File: src/rtl/rx_pkt_reader_if.sv
// rx_pkt_reader_if: descriptor FIFO, packet RAM read port, byte stream and
// statistics bundle. master = reader side, slave = FIFO/RAM/sink side.
interface rx_pkt_reader_if #(
    parameter int ADDR_W = 12,
    parameter int CNT_W  = 16
);
    logic              desc_dv;
    logic [13:0]       desc;
    logic              desc_ack;
    logic [ADDR_W-1:0] buf_rd_addr;
    logic              buf_rd_en;
    logic [7:0]        buf_rd_data;
    logic [ADDR_W-1:0] rel_ptr;
    logic [7:0]        pkt_data;
    logic              pkt_valid;
    logic              pkt_sof;
    logic              pkt_eof;
    logic              pkt_ready;
    logic [CNT_W-1:0]  pkt_cnt;
    logic [CNT_W-1:0]  drop_cnt;

    modport master (
        input  desc_dv, desc, buf_rd_data, pkt_ready,
        output desc_ack, buf_rd_addr, buf_rd_en, rel_ptr,
        output pkt_data, pkt_valid, pkt_sof, pkt_eof,
        output pkt_cnt, drop_cnt
    );

    modport slave (
        output desc_dv, desc, buf_rd_data, pkt_ready,
        input  desc_ack, buf_rd_addr, buf_rd_en, rel_ptr,
        input  pkt_data, pkt_valid, pkt_sof, pkt_eof,
        input  pkt_cnt, drop_cnt
    );
endinterface

File: src/rtl/rx_pkt_reader.sv
// rx_pkt_reader: pops RX descriptors, streams or drops each frame from the
// circular packet buffer, and returns freed space through rel_ptr.
module rx_pkt_reader #(
    parameter int ADDR_W = 12,
    parameter int CNT_W  = 16
) (
    input  logic            usr_clk,
    input  logic            reset_n,
    rx_pkt_reader_if.master bus
);

    typedef enum logic [1:0] {
        IDLE   = 2'd0,
        DROP   = 2'd1,
        STREAM = 2'd2,
        DONE   = 2'd3
    } state_e;

    // Skid entry layout: {sof, eof, data}.
    localparam int SK_W = 10;

    state_e            state_q, state_d;
    logic [10:0]       len_q, len_d;
    logic [10:0]       iss_q, iss_d;
    logic [ADDR_W-1:0] rd_ptr_q, rd_ptr_d;
    logic [ADDR_W-1:0] rel_ptr_q, rel_ptr_d;
    logic              fl_q, fl_d;
    logic              fl_sof_q, fl_sof_d;
    logic              fl_eof_q, fl_eof_d;
    logic [1:0]        occ_q, occ_d;
    logic [SK_W-1:0]   sk0_q, sk0_d;
    logic [SK_W-1:0]   sk1_q, sk1_d;
    logic [CNT_W-1:0]  pkt_cnt_q, pkt_cnt_d;
    logic [CNT_W-1:0]  drop_cnt_q, drop_cnt_d;

    logic              start;
    logic              drop_now;
    logic              valid;
    logic              pop;
    logic              push;
    logic              last;
    logic              issue;
    logic [1:0]        occ_left;
    logic [ADDR_W-1:0] end_ptr;
    logic [SK_W-1:0]   ret;

    assign start    = (state_q == IDLE) && bus.desc_dv && reset_n;
    assign drop_now = bus.desc[13] || (bus.desc[10:0] == 11'd0);
    assign valid    = (occ_q != 2'd0);
    assign pop      = valid && bus.pkt_ready;
    assign push     = fl_q;
    assign last     = pop && sk0_q[8];
    // A byte leaving this cycle frees its slot for a new read.
    assign occ_left = occ_q - {1'b0, pop};
    assign issue    = (state_q == STREAM) && (iss_q != len_q)
                   && ((occ_left + {1'b0, fl_q}) < 2'd2);
    assign end_ptr  = rd_ptr_q + ADDR_W'(len_q);
    assign ret      = {fl_sof_q, fl_eof_q, bus.buf_rd_data};

    // FSM state register.
    always_ff @(posedge usr_clk) begin
        if (!reset_n) begin
            state_q <= IDLE;
        end else begin
            state_q <= state_d;
        end
    end

    // FSM next-state decode.
    always_comb begin
        state_d = state_q;
        unique case (state_q)
            IDLE:    if (start) state_d = drop_now ? DROP : STREAM;
            DROP:    state_d = IDLE;
            STREAM:  if (last) state_d = DONE;
            DONE:    state_d = IDLE;
            default: state_d = IDLE;
        endcase
    end

    // FSM and datapath outputs.
    always_comb begin
        bus.desc_ack    = start;
        bus.buf_rd_en   = issue;
        bus.buf_rd_addr = rd_ptr_q + ADDR_W'(iss_q);
        bus.rel_ptr     = rel_ptr_q;
        bus.pkt_valid   = valid;
        bus.pkt_data    = valid ? sk0_q[7:0] : 8'd0;
        bus.pkt_sof     = valid && sk0_q[9];
        bus.pkt_eof     = valid && sk0_q[8];
        bus.pkt_cnt     = pkt_cnt_q;
        bus.drop_cnt    = drop_cnt_q;
    end

    // Read issue, skid buffer and pointer/counter updates.
    always_comb begin
        len_d      = len_q;
        iss_d      = iss_q;
        rd_ptr_d   = rd_ptr_q;
        rel_ptr_d  = rel_ptr_q;
        pkt_cnt_d  = pkt_cnt_q;
        drop_cnt_d = drop_cnt_q;
        fl_d       = issue;
        fl_sof_d   = issue && (iss_q == 11'd0);
        fl_eof_d   = issue && (iss_q == len_q - 11'd1);
        occ_d      = occ_left + {1'b0, push};
        sk0_d      = sk0_q;
        sk1_d      = sk1_q;
        if (start) begin
            len_d = bus.desc[10:0];
            iss_d = 11'd0;
        end
        if (issue) begin
            iss_d = iss_q + 11'd1;
        end
        if (state_q == DROP) begin
            rd_ptr_d   = end_ptr;
            rel_ptr_d  = end_ptr;
            drop_cnt_d = drop_cnt_q + CNT_W'(1);
        end
        if (state_q == DONE) begin
            rd_ptr_d  = end_ptr;
            rel_ptr_d = end_ptr;
            pkt_cnt_d = pkt_cnt_q + CNT_W'(1);
        end
        if (pop) begin
            sk0_d = sk1_q;
        end
        if (push) begin
            if (occ_left == 2'd0) begin
                sk0_d = ret;
            end else begin
                sk1_d = ret;
            end
        end
    end

    // Datapath registers.
    always_ff @(posedge usr_clk) begin
        if (!reset_n) begin
            len_q      <= '0;
            iss_q      <= '0;
            rd_ptr_q   <= '0;
            rel_ptr_q  <= '0;
            fl_q       <= 1'b0;
            fl_sof_q   <= 1'b0;
            fl_eof_q   <= 1'b0;
            occ_q      <= '0;
            sk0_q      <= '0;
            sk1_q      <= '0;
            pkt_cnt_q  <= '0;
            drop_cnt_q <= '0;
        end else begin
            len_q      <= len_d;
            iss_q      <= iss_d;
            rd_ptr_q   <= rd_ptr_d;
            rel_ptr_q  <= rel_ptr_d;
            fl_q       <= fl_d;
            fl_sof_q   <= fl_sof_d;
            fl_eof_q   <= fl_eof_d;
            occ_q      <= occ_d;
            sk0_q      <= sk0_d;
            sk1_q      <= sk1_d;
            pkt_cnt_q  <= pkt_cnt_d;
            drop_cnt_q <= drop_cnt_d;
        end
    end

endmodule
File: src/flat_wrapper.sv
// flat-port wrapper written by rule: the top's interface ports become plain ports
module rx_pkt_reader_flat 
#(
    parameter int ADDR_W = 12,
    parameter int CNT_W  = 16
)
  (usr_clk, reset_n, bus_desc_dv, bus_desc, bus_buf_rd_data, bus_pkt_ready, bus_desc_ack, bus_buf_rd_addr, bus_buf_rd_en, bus_rel_ptr, bus_pkt_data, bus_pkt_valid, bus_pkt_sof, bus_pkt_eof, bus_pkt_cnt, bus_drop_cnt);
  rx_pkt_reader_if #(.ADDR_W(ADDR_W), .CNT_W(CNT_W)) bus_i ();
  input  logic usr_clk;
  input  logic reset_n;
  input wire logic [$bits(bus_i.desc_dv)-1:0] bus_desc_dv;
  input wire logic [$bits(bus_i.desc)-1:0] bus_desc;
  input wire logic [$bits(bus_i.buf_rd_data)-1:0] bus_buf_rd_data;
  input wire logic [$bits(bus_i.pkt_ready)-1:0] bus_pkt_ready;
  output wire logic [$bits(bus_i.desc_ack)-1:0] bus_desc_ack;
  output wire logic [$bits(bus_i.buf_rd_addr)-1:0] bus_buf_rd_addr;
  output wire logic [$bits(bus_i.buf_rd_en)-1:0] bus_buf_rd_en;
  output wire logic [$bits(bus_i.rel_ptr)-1:0] bus_rel_ptr;
  output wire logic [$bits(bus_i.pkt_data)-1:0] bus_pkt_data;
  output wire logic [$bits(bus_i.pkt_valid)-1:0] bus_pkt_valid;
  output wire logic [$bits(bus_i.pkt_sof)-1:0] bus_pkt_sof;
  output wire logic [$bits(bus_i.pkt_eof)-1:0] bus_pkt_eof;
  output wire logic [$bits(bus_i.pkt_cnt)-1:0] bus_pkt_cnt;
  output wire logic [$bits(bus_i.drop_cnt)-1:0] bus_drop_cnt;
  assign bus_i.desc_dv = bus_desc_dv;
  assign bus_i.desc = bus_desc;
  assign bus_i.buf_rd_data = bus_buf_rd_data;
  assign bus_i.pkt_ready = bus_pkt_ready;
  assign bus_desc_ack = bus_i.desc_ack;
  assign bus_buf_rd_addr = bus_i.buf_rd_addr;
  assign bus_buf_rd_en = bus_i.buf_rd_en;
  assign bus_rel_ptr = bus_i.rel_ptr;
  assign bus_pkt_data = bus_i.pkt_data;
  assign bus_pkt_valid = bus_i.pkt_valid;
  assign bus_pkt_sof = bus_i.pkt_sof;
  assign bus_pkt_eof = bus_i.pkt_eof;
  assign bus_pkt_cnt = bus_i.pkt_cnt;
  assign bus_drop_cnt = bus_i.drop_cnt;
  rx_pkt_reader #(.ADDR_W(ADDR_W), .CNT_W(CNT_W)) u_core (.usr_clk(usr_clk), .reset_n(reset_n), .bus(bus_i));
endmodule
File: config.mk
export PLATFORM = sky130hd
export DESIGN_NAME = rx_pkt_reader_flat
export DESIGN_NICKNAME = d
export VERILOG_FILES = /design/src/rtl/rx_pkt_reader_if.sv /design/src/rtl/rx_pkt_reader.sv /design/src/flat_wrapper.sv
export SDC_FILE = /design/constraint.sdc
export NUM_CORES = 1
export LEC_CHECK = 0
export ABC_AREA = 1
export CORE_MARGIN = 10
export CORE_UTILIZATION = 46
export DETAILED_ROUTE_END_ITERATION = 8
export PLACE_DENSITY = 0.7
export SKIP_LAST_GASP = 1
export SLEW_MARGIN = 20
export SYNTH_ARGS = -nofsm -noshare
export SYNTH_HDL_FRONTEND = slang
export SYNTH_SLANG_ARGS = --single-unit
File: constraint.sdc
create_clock -name usr_clk -period 3.6 [get_ports usr_clk]
set_input_delay 0.9 -clock usr_clk [delete_from_list [all_inputs] [get_ports usr_clk]]
set_output_delay 0.9 -clock usr_clk [all_outputs]
set_load 0.05 [all_outputs]
# After elaboration in Yosys (flattened, before gate mapping)
# Cells that the tools add are included.
[classes] eq_ne=7 mux=12 magnitude_cmp=1 n_addsub=8 n_reduce_logical=21 bitwise_logic=1
[op_table] cell="adder 16 x 1 -> 16 bit, second input constant" count=2
[op_table] cell="two-way mux 10 bit" count=3
[op_table] cell="adder 12 x 11 -> 12 bit" count=2
[op_table] cell="two-way mux 12 bit" count=2
[op_table] cell="logical NOT 11 bit" count=2
[op_table] cell="two-way mux 11 bit" count=2
[op_table] cell="adder 11 x 1 -> 11 bit, second input constant" count=1
[op_table] cell="equality test 11 bit" count=1
[op_table] cell="!= test 11 bit" count=1
[op_table] cell="subtractor 11 x 1 -> 11 bit, second input constant" count=1
[op_table] cell="logical AND 1 bit" count=10
[op_table] cell="two-way mux 8 bit" count=1
[op_table] cell="two-way mux 2 bit" count=3
[op_table] cell="one-hot mux 2 bit (3 select lines)" count=1
[op_table] cell="nonzero test 2 bit" count=3
[op_table] cell="equality test 2 bit, second input constant" count=2
[op_table] cell="logical NOT 2 bit" count=2
[op_table] cell="AND reduction 2 bit" count=2
[op_table] cell="adder 2 x 1 -> 2 bit" count=1
[op_table] cell="equality test 2 x 1 -> 1 bit, second input constant" count=1
[op_table] cell="< comparator 2 bit, second input constant" count=1
[op_table] cell="!= test 2 x 1 -> 1 bit, second input constant" count=1
[op_table] cell="!= test 2 bit, second input constant" count=1
[op_table] cell="OR reduction 2 bit" count=1
[op_table] cell="3 further kinds" count=3
[totals] inputBits=26 out_inout_bits=69 regBits=93 word_cells=62

# Depth between registers and ports, before layout
# Gate-level depths: netlist of the first run.
[logic_depth] ltp_word=7 depth_mapped=15 depth_no_buf=14

# Worst setup path after synthesis of the first run
# OpenSTA, ideal clock, no wires.
[synth_timing] path_kind="in2out" from="input bus_pkt_ready" to="output bus_buf_rd_en" slack_ns=0.134 cell_stages=10 path_buffers=1 t_required_ns=2.700 arrival_ns=2.566 cell_sequence="nand2_1 -> inv_1 -> clkbuf_1 -> ha_1 -> inv_1 -> ha_1 -> xnor2_1 -> nor2_4 -> nand2_4 -> inv_1"
[synth_via] elab_chain_cells=5
[synth_rtl] element="from (decl)" line_no="flat_wrapper.sv:14" text="input wire logic [$bits(bus_i.pkt_ready)-1:0] bus_pkt_ready;"
[synth_rtl] element="logical AND 1 bit" line_no="rx_pkt_reader.sv:50" text="assign pop = valid && bus.pkt_ready;"
[synth_rtl] element="subtractor 2 x 1 -> 2 bit" line_no="rx_pkt_reader.sv:54" text="assign occ_left = occ_q - {1'b0, pop};"
[synth_rtl] element="adder 2 x 1 -> 2 bit" line_no="rx_pkt_reader.sv:56" text="&& ((occ_left + {1'b0, fl_q}) < 2'd2);"
[synth_rtl] element="< comparator 2 bit" line_no="rx_pkt_reader.sv:56"
[synth_rtl] element="logical AND 1 bit" line_no="rx_pkt_reader.sv:56"
[synth_rtl] element="to (decl)" line_no="flat_wrapper.sv:17" text="output wire logic [$bits(bus_i.buf_rd_en)-1:0] bus_buf_rd_en;"
# No other way between the ends.

# Worst setup path in the final report of the first run
# Ends and elaborated chain as after synthesis.

==> reports/results.tsv, run 1 <==
metric	value	unit
yosysSeqAreaShare	0.318	
mappedNetlistArea	0.00585	mm^2
min_period_over_period	0.966	
synth_flop_cell	dfxtp_1	
clockBufferDepth	2	
overflow	0	
fmax	0.288	GHz
synth_edf_count	0	
synth_cell_types	42	
cts_made_buffers	9	
clkLatencyLatePin	350	ps
post_route_cells_drive_above_1_share	0.0772	
grt_max_degree	49	
htree_levels	3	
slew_violations	0	
fp.dieH	133	um
relSlewSlack	0.575	
hp-class	reg2reg	
core	0.0125	mm^2
crit_path_end_kind	output pin	
p_leak	2.94	nW
drt-wirelength-per-cell	14.0	um
cts_num_sinks	93	
syn_nets	933	
p_total	2.73	mW
clk_pin_slew	70	ps
max-vdd-ir-drop	0.358	mV
dp_hpwl	12.0	mm
setup_viol	0	
syn_inst	876	
n_antenna_cell	0	
worst_slew_pin_slew	636	ps
vias_per_cell	5.12	
start_kind	primary input	
postRouteAntennaNets	0	
syn_avg_cell_area	6.68	um^2
cts_hold_buf	0	
rsz0062_at_grt	false	
ys_ff_latch	93	
root_buffer	clkbuf_16	
whs	464	ps
gp_congestion	0.963	
synth_commonest_cells	nand2_1 (198), nor2_1 (134), inv_1 (97)	
yosysMostFrequentCell	nand2_1	
met2_length	7.23	mm
critPathKind	in2out	
synth-async-reset-ratio	0	
top_layer_used	met4	
final.min_clock_period	3480	ps
worstPathArrival	2580	ps
drt-total-wl	16.0	mm
synth_top_area_frac	0.318	
drtIter0Drc	415	
path_max_fanout	3	
antenna_found_initial	0	
synth_area_leaders	dfxtp_1 (32%), nand2_1 (13%), nor2_1 (8.6%)	
initial_utilization	0.468	
grt_pass1_wl	27.0	mm
first_pass_iters	4	
wl_met1	7.69	mm
portBuffers	92	
synth_top_area_cell	dfxtp_1	
drc	0	
stdcell_count	1143	
drv_cap	0	
cts_tree	built	
fin_nets	1024	
tns	0	ps
rows	41	
yosysWarnings	0	
ioPinCount	95	
p_per_area	377	mW/mm^2
status	complete, no violations	
grt_pass1_vias	5507	
dp.cells	1128	
die-area	0.0176	mm^2
track_usage	0.181	
post_cts_buffers	0	
vias	5855	
required	2700	ps
wl_met3	700	um
fin_skew	7.29	ps
hold_viol	0	
area_growth	23.7	%
die_w	133	um
where the power goes:
group | total, mW | internal [mW] | switching, mW | leakage [nW]
combinational | 0.702 | 0.237 | 0.466 | 2.05
clock | 0.920 | 0.506 | 0.414 | 0.138
sequential | 1.11 | 1.07 | 0.0390 | 0.753
total | 2.73 | 1.81 | 0.919 | 2.94
cells by family after synthesis:
logic type / count (synthesis) / share of synthesized area
buf+inv: 129 / 0.0913
simple gates: 446 / 0.335
compound gates: 149 / 0.145
flops: 93 / 0.318
xor+xnor: 28 / 0.0419
fa+ha+maj: 31 / 0.0688
per-stage QoR:
stage / setup slack (ps) / instance area, um^2 / util
global route: 38.0 / 7240 / 0.578
finish: 124 / 7240 / 0.578
CTS: 24.9 / 7240 / 0.578
global placement: 67.8 / 6940 / 0.555
floorplan: 134 / 5850 / -
detailed placement: 9.38 / 6940 / 0.555
worst max-delay path, stage by stage:
cell             delay, ps
clkdlybuf4s50_1        390
nand2_1                 80
inv_1                   50
ha_1                   300
inv_1                   50
ha_1                   210
xnor2_2                180
nor2_4                 130
nand2_4                 60
inv_2                   90
buf_12                 140
flip-flops by register name, indices dropped and copies added, names as in the netlist:
signal and cells:
u_core.occ_q 2, u_core.fl_sof_q 1, u_core.fl_q 1, u_core.iss_q 11, u_core.fl_eof_q 1, u_core.sk1_q 10
u_core.rd_ptr_q 12, u_core.sk0_q 10, u_core.bus.pkt_cnt 16, u_core.state_q 2, u_core.len_q 11, u_core.bus.drop_cnt 16
cell type report:
class,instances,area [um^2]
inverter,104,390
clock inverter,4,33.8
clock buffer,11,253
tap,172,215
sequential,93,1860
fill,1268,5280
timing repair buffer,105,1020
multi-input combinational,654,3460
per-layer routing:
layer / track usage / vias up
li1: - / 3052
met1: 0.241 / 2649
met2: 0.287 / 133
met3: 0.0284 / 21
met4: 0.0727 / 0
met5: 0 / -
timing repair:
item	in CTS	in global routing
pin swaps	0	0
endpoints found under the setup margin	1	2
resized for setup	1	2
worst paths after layout:
path	slack [ps]	startpoint	to	cells past startpoint
setup / recovery	120	bus_pkt_ready	bus_buf_rd_en	11
setup reg to reg	1470	u_core.occ_q[1]	u_core.iss_q[1]	14
hold reg to reg	460	u_core.sk1_q[9]	u_core.sk1_q[9]	2
hold / removal	460	u_core.sk1_q[9]	u_core.sk1_q[9]	2
layout by cell type, fill, tap and decap left out, types with 16 or more instances in the layout:
cell type        netlist  final
nand2_1              198    198
nor2_1               134    134
inv_1                 97     96
dfxtp_1               93     93
clkdlybuf4s50_1        0     82
a21oi_1               55     55
nand3_1               53     53
o21ai_0               52     52
ha_1                  29     29
buf_4                  2     20
xor2_1                19     19
nor3_1                16     16
Power figures use the tool's default switching activity.
==> run 2, diff against run 1 <==
CORE_UTILIZATION = 35   (was 46)
PLACE_DENSITY = not set   (was 0.7)
SLEW_MARGIN = not set   (was 20)
==> reports/results.tsv, run 2 (synthesis results as in run 1) <==
metric	value	unit	change
fp.dieH	149	um	was 133 um
slowest_stage	clkdlybuf4s50_1		unchanged
fin_skew	9.06	ps	was 7.29 ps
crit_chain	clkdlybuf4s50_1 -> nand2_1 -> inv_1 -> ha_1 -> inv_1 -> ha_1 -> xnor2_2 -> nor2_4 -> nand2_4 -> inv_1 -> buf_12		was clkdlybuf4s50_1 -> nand2_1 -> inv_1 -> ha_1 -> inv_1 -> ha_1 -> xnor2_2 -> nor2_4 -> nand2_4 -> inv_2 -> buf_12
cts_tree	built		unchanged
overflow	0		unchanged
clkLatencyLatePin	350	ps	about the same
fin_nets	1027		was 1,024
slew_violations	0		unchanged
rsz0062_at_grt	true		was false
intPower	1.90	mW	was 1.81 mW
grt_busiest_layer	met2		unchanged
p_leak	2.98	nW	was 2.94 nW
worst_slew_pin_slew	669	ps	was 636 ps
rows	47		was 41
whs	462	ps	was 464 ps
htree_levels	3		unchanged
drv_cap	0		unchanged
crit_path_end_kind	output pin		unchanged
dp.cells	1179		was 1,128
grt_pass1_vias	5340		was 5,507
core	0.0165	mm^2	was 0.0125 mm^2
crit_top_cell	inv_1		
stdcell_count	1194		was 1,143
p_sw_frac	0.326		was 0.336
initial_utilization	0.355		was 0.468
holdPathEnd	u_core.sk1_q[9]		unchanged
status	complete, no violations		unchanged
grt_pass1_wl	27.4	mm	was 27.0 mm
relSlewSlack	0.553		was 0.575
final_common_cell	nand2_1		unchanged
postRouteAntennaNets	0		unchanged
pwr-share-comb	0.251		was 0.257
post_route_cells_drive_above_1_share	0.0801		was 0.0772
grtUsageMet1	0.205		was 0.241
track_usage	0.151		was 0.181
cts_num_sinks	93		unchanged
p_per_area	384	mW/mm^2	was 377 mW/mm^2
n_antenna_cell	0		unchanged
grt_max_degree	49		unchanged
seqPwrFrac	0.393		was 0.406
reg2reg_to	u_core.iss_q[1]		unchanged
grt_use_met3	0.0249		was 0.0284
r2r_slack	1470	ps	about the same
max-vdd-ir-drop	0.353	mV	was 0.358 mV
vias	5776		was 5,855
path_max_fanout	3		unchanged
grt_use_met2	0.238		was 0.287
drt-total-wl	16.8	mm	was 16.0 mm
final.min_clock_period	3500	ps	was 3480 ps
min_path_cells	2		unchanged
hold_viol	0		unchanged
drtIter0Drc	372		was 415
reg2reg_from	u_core.occ_q[1]		unchanged
drt-wirelength-per-cell	14.1	um	was 14.0 um
gp_congestion	0.869		was 0.963
root_buffer	clkbuf_16		unchanged
p_total	2.82	mW	was 2.73 mW
cts_made_buffers	9		unchanged
dp_hpwl	12.9	mm	was 12.0 mm
die-area	0.0223	mm^2	was 0.0176 mm^2
required	2700	ps	about the same
fmax	0.286	GHz	was 0.288 GHz
worstPathArrival	2600	ps	was 2580 ps
final_cell_mix	nand2_1 (198), nor2_1 (134), inv_1 (96), dfxtp_1 (93), clkdlybuf4s50_1 (81)		was nand2_1 (198), nor2_1 (134), inv_1 (96), dfxtp_1 (93), clkdlybuf4s50_1 (82)
clk_pin_slew	60	ps	was 70 ps
start_kind	primary input		unchanged
antenna_found_initial	0		unchanged
tns	0	ps	unchanged
vias_per_cell	4.84		was 5.12
min_period_over_period	0.972		was 0.966
clkPwrFrac	0.356		was 0.337
hp-class	reg2reg		unchanged
clockBufferDepth	2		unchanged
critPathMaxStageDelay	400	ps	was 390 ps
switchingPower	920	uW	was 919 uW
portBuffers	92		unchanged
rr_worst_depth	14		unchanged
area_growth	25.5	%	was 23.7%
first_pass_iters	5		was 4
ioPinCount	95		unchanged
critPathKind	in2out		unchanged
drc	0		unchanged
setup_viol	0		unchanged
hp-start	u_core.sk1_q[9]		unchanged
die_w	149	um	was 133 um
==> run 2: layout make-up <==
type	count	area, um^2
Tap cell	220	275
Clock inverter	3	43.8
Clock buffer	12	267
Sequential cell	93	1860
Timing Repair Buffer	108	1040
Multi-Input combinational cell	654	3460
Inverter	104	390
Fill cell	1727	9120
==> run 2: what timing repair did <==
action,in CTS,in global routing
setup buffers,0,0
endpoints found under the setup margin,0,2
resized for setup,0,2
hold buffers,0,0
==> run 2: worst max-delay path by stage <==
stage	startpoint	to	slack [ps]
2_1_floorplan	bus_pkt_ready	bus_buf_rd_en	130
3_3_place_gp	bus_pkt_ready	bus_buf_rd_en	60
3_5_place_dp	bus_pkt_ready	bus_buf_rd_en	50
4_1_cts	bus_pkt_ready	bus_buf_rd_en	50
5_1_grt	bus_pkt_ready	bus_buf_rd_en	-30
6_report	bus_pkt_ready	bus_buf_rd_en	100
==> run 2: power by group through the flow <==
stage	sequential, mW	combinational (mW)	clock [mW]
floorplan	1.15	0.463	0
global placement	1.13	0.704	0
detailed placement	1.13	0.702	0
CTS	1.11	0.705	1.04
global route	1.11	0.788	1.08
finish	1.11	0.708	1.01
==> run 2: layer usage <==
layer | up-vias | wire (um)
met3 | 14 | 729
met2 | 120 | 7560
li1 | 3054 | -
met1 | 2588 | 8290
met4 | 0 | 228
met5 | - | 0
==> run 2: per-stage QoR <==
step | area [um^2] | util | worst slack, ps
final | 7340 | 0.446 | 101
after floorplan | 5850 | - | 134
after CTS | 7330 | 0.445 | 45.1
after global placement | 7020 | 0.427 | 58.0
after global routing | 7340 | 0.446 | -32.1
after detailed placement | 7020 | 0.427 | 54.5
==> run 2: critical path, delay by kind of cell <==
family / cells / cell delay, ps
xor gates and xnor gates: 1 / 170
adders and majority gates: 2 / 500
buffers and inverters: 5 / 770
and+or+nand+nor: 3 / 260
==> run 3, diff against run 2 <==
clock period = 3 ns   (was 3.6 ns; I/O delays follow)
==> reports/results.tsv, run 3 (synthesis results as in run 1) <==
metric	value	unit	change
status	complete, no violations		unchanged
ioPinCount	95		unchanged
worstPathArrival	2190	ps	was 2600 ps
p_per_area	447	mW/mm^2	was 384 mW/mm^2
dp_hpwl	12.8	mm	was 12.9 mm
drc	0		unchanged
postLayoutCoreUtil	0.456		was 0.446
final_cell_mix	nand2_1 (196), nor2_1 (134), inv_1 (94), dfxtp_1 (93), clkdlybuf4s50_1 (78)		was nand2_1 (198), nor2_1 (134), inv_1 (96), dfxtp_1 (93), clkdlybuf4s50_1 (81)
clkLatencyLatePin	350	ps	about the same
holdPathEnd	u_core.sk1_q[9]		unchanged
drt-total-wl	16.6	mm	was 16.8 mm
slowest_stage	ha_4		was clkdlybuf4s50_1
reg2reg_from	u_core.occ_q[0]		was u_core.occ_q[1]
cts_tree	built		unchanged
clockBufferDepth	2		unchanged
fmax	0.341	GHz	
vias	5839		was 5,776
vias_per_cell	4.87		was 4.84
reg2reg_to	u_core.iss_q[1]		unchanged
rows	47		unchanged
cts_num_sinks	93		unchanged
clkPwrFrac	0.332		was 0.356
p_total	3.36	mW	was 2.82 mW
initial_utilization	0.355		unchanged
grt_pass1_vias	5346		was 5,340
crit_path_end_kind	output pin		unchanged
gp_congestion	0.869		unchanged
die-area	0.0223	mm^2	unchanged
min_path_cells	2		unchanged
pwr-share-comb	0.271		was 0.251
drtIter0Drc	371		was 372
clk_pin_slew	70	ps	was 60 ps
track_usage	0.149		was 0.151
path_max_fanout	3		unchanged
intPower	2.18	mW	was 1.90 mW
switchingPower	1.17	mW	was 920 uW
core	0.0165	mm^2	unchanged
relSlewSlack	0.606		was 0.553
n_antenna_cell	0		unchanged
portBuffers	92		unchanged
die_w	149	um	unchanged
fp.dieH	149	um	unchanged
root_buffer	clkbuf_16		unchanged
grt_max_degree	49		unchanged
drt-wirelength-per-cell	13.9	um	was 14.1 um
fin_nets	1031		was 1,027
grt_pass1_wl	27.3	mm	was 27.4 mm
min_period_over_period	0.979		
hold_viol	0		unchanged
rsz0062_at_grt	true		unchanged
overflow	0		unchanged
first_pass_iters	5		unchanged
hp-class	reg2reg		unchanged
seqPwrFrac	0.397		was 0.393
cts_made_buffers	9		unchanged
fill_cells	1708		was 1,727
worst_slew_pin_slew	590	ps	was 669 ps
r2r_slack	970	ps	was 1470 ps
htree_levels	3		unchanged
postRouteAntennaNets	0		unchanged
place_worst_setup_slack	-262	ps	was 54.5 ps
crit_chain	dlygate4sd2_1 -> nand2_2 -> inv_2 -> ha_4 -> inv_1 -> ha_4 -> xnor2_4 -> nor2_4 -> nand2_4 -> clkinvlp_4 -> buf_12		was clkdlybuf4s50_1 -> nand2_1 -> inv_1 -> ha_1 -> inv_1 -> ha_1 -> xnor2_2 -> nor2_4 -> nand2_4 -> inv_1 -> buf_12
slew_violations	0		unchanged
required	2250	ps	was 2700 ps
critPathKind	in2out		unchanged
regArea	0.00186	mm^2	unchanged
max-vdd-ir-drop	0.414	mV	was 0.353 mV
final_common_cell	nand2_1		unchanged
antenna_found_initial	0		unchanged
rr_worst_depth	14		unchanged
post_route_cells_drive_above_1_share	0.0991		was 0.0801
multi_input_area	0.00353	mm^2	was 0.00346 mm^2
finalWorstSetupSlack	63.3	ps	was 101 ps
critPathMaxStageDelay	260	ps	was 400 ps
setup_viol	0		unchanged
hp-start	u_core.sk1_q[9]		unchanged
final.min_clock_period	2940	ps	
area_growth	28.4	%	was 25.5%
start_kind	primary input		unchanged
fin_skew	10.9	ps	was 9.06 ps
drv_cap	0		unchanged
p_sw_frac	0.350		was 0.326
crit_top_cell	ha_4		was inv_1
p_leak	2.97	nW	was 2.98 nW
## run 3: final cells by class
cell class,instances,area share
clock inverter,7,0.00733
clock buffer,9,0.0300
timing repair buffer,112,0.156
sequential,93,0.248
tap,220,0.0366
inverter,104,0.0524
multi-input combinational,654,0.470
## run 3: per-stage QoR
stage	std cells	TNS [ps]	hold WS [ps]	instance area, um^2
final	1199	0	467	7510
after global routing	1199	-26.8	496	7510
after global placement	1181	-246	451	7170
after CTS	1199	0	469	7480
after floorplan	876	-45.1	441	5870
after detailed placement	1181	-262	460	7170
## run 3: worst max-delay path: cells and delay by family
| kind | cells | cell delay [ps] |
|---|---|---|
| fa+ha+maj | 2 | 430 |
| simple gates | 3 | 190 |
| xor+xnor | 1 | 190 |
| buf+inv | 5 | 620 |
## run 3: per-layer routing
metal / global-route usage / part of all wire / up-vias / wire, um
met2: 0.240 / 0.46 / 137 / 7620
met4: 0.0412 / 0.013 / 0 / 216
li1: - / - / 3047 / -
met1: 0.200 / 0.48 / 2640 / 7980
met3: 0.0279 / 0.050 / 15 / 831
met5: 0 / 0 / - / 0
## run 3: how the worst max path moves through the flow
stage	from	endpoint	slack, ps	cells after the start
floorplan	bus_pkt_ready	bus_buf_rd_en	-50	10
global placement	bus_pkt_ready	bus_buf_rd_en	-250	11
detailed placement	bus_pkt_ready	bus_buf_rd_en	-260	11
CTS	bus_pkt_ready	bus_buf_rd_en	10	11
global route	bus_pkt_ready	bus_buf_rd_en	-20	11
finish	bus_pkt_ready	bus_buf_rd_en	60	11
## run 3: power groups by stage
stage               clock [mW]  combinational (mW)  sequential, mW
floorplan                    0               0.569            1.38
global placement             0               0.873            1.36
detailed placement           0               0.873            1.36
CTS                       1.15               0.896            1.33
global route              1.21                1.01            1.34
finish                    1.11               0.911            1.33
## run 3: what timing repair did
item,in CTS,in global routing
setup buffers,2,0
hold buffers,0,0
setup endpoints to repair,2,4
gates resized for setup,6,6
pin swaps,5,2
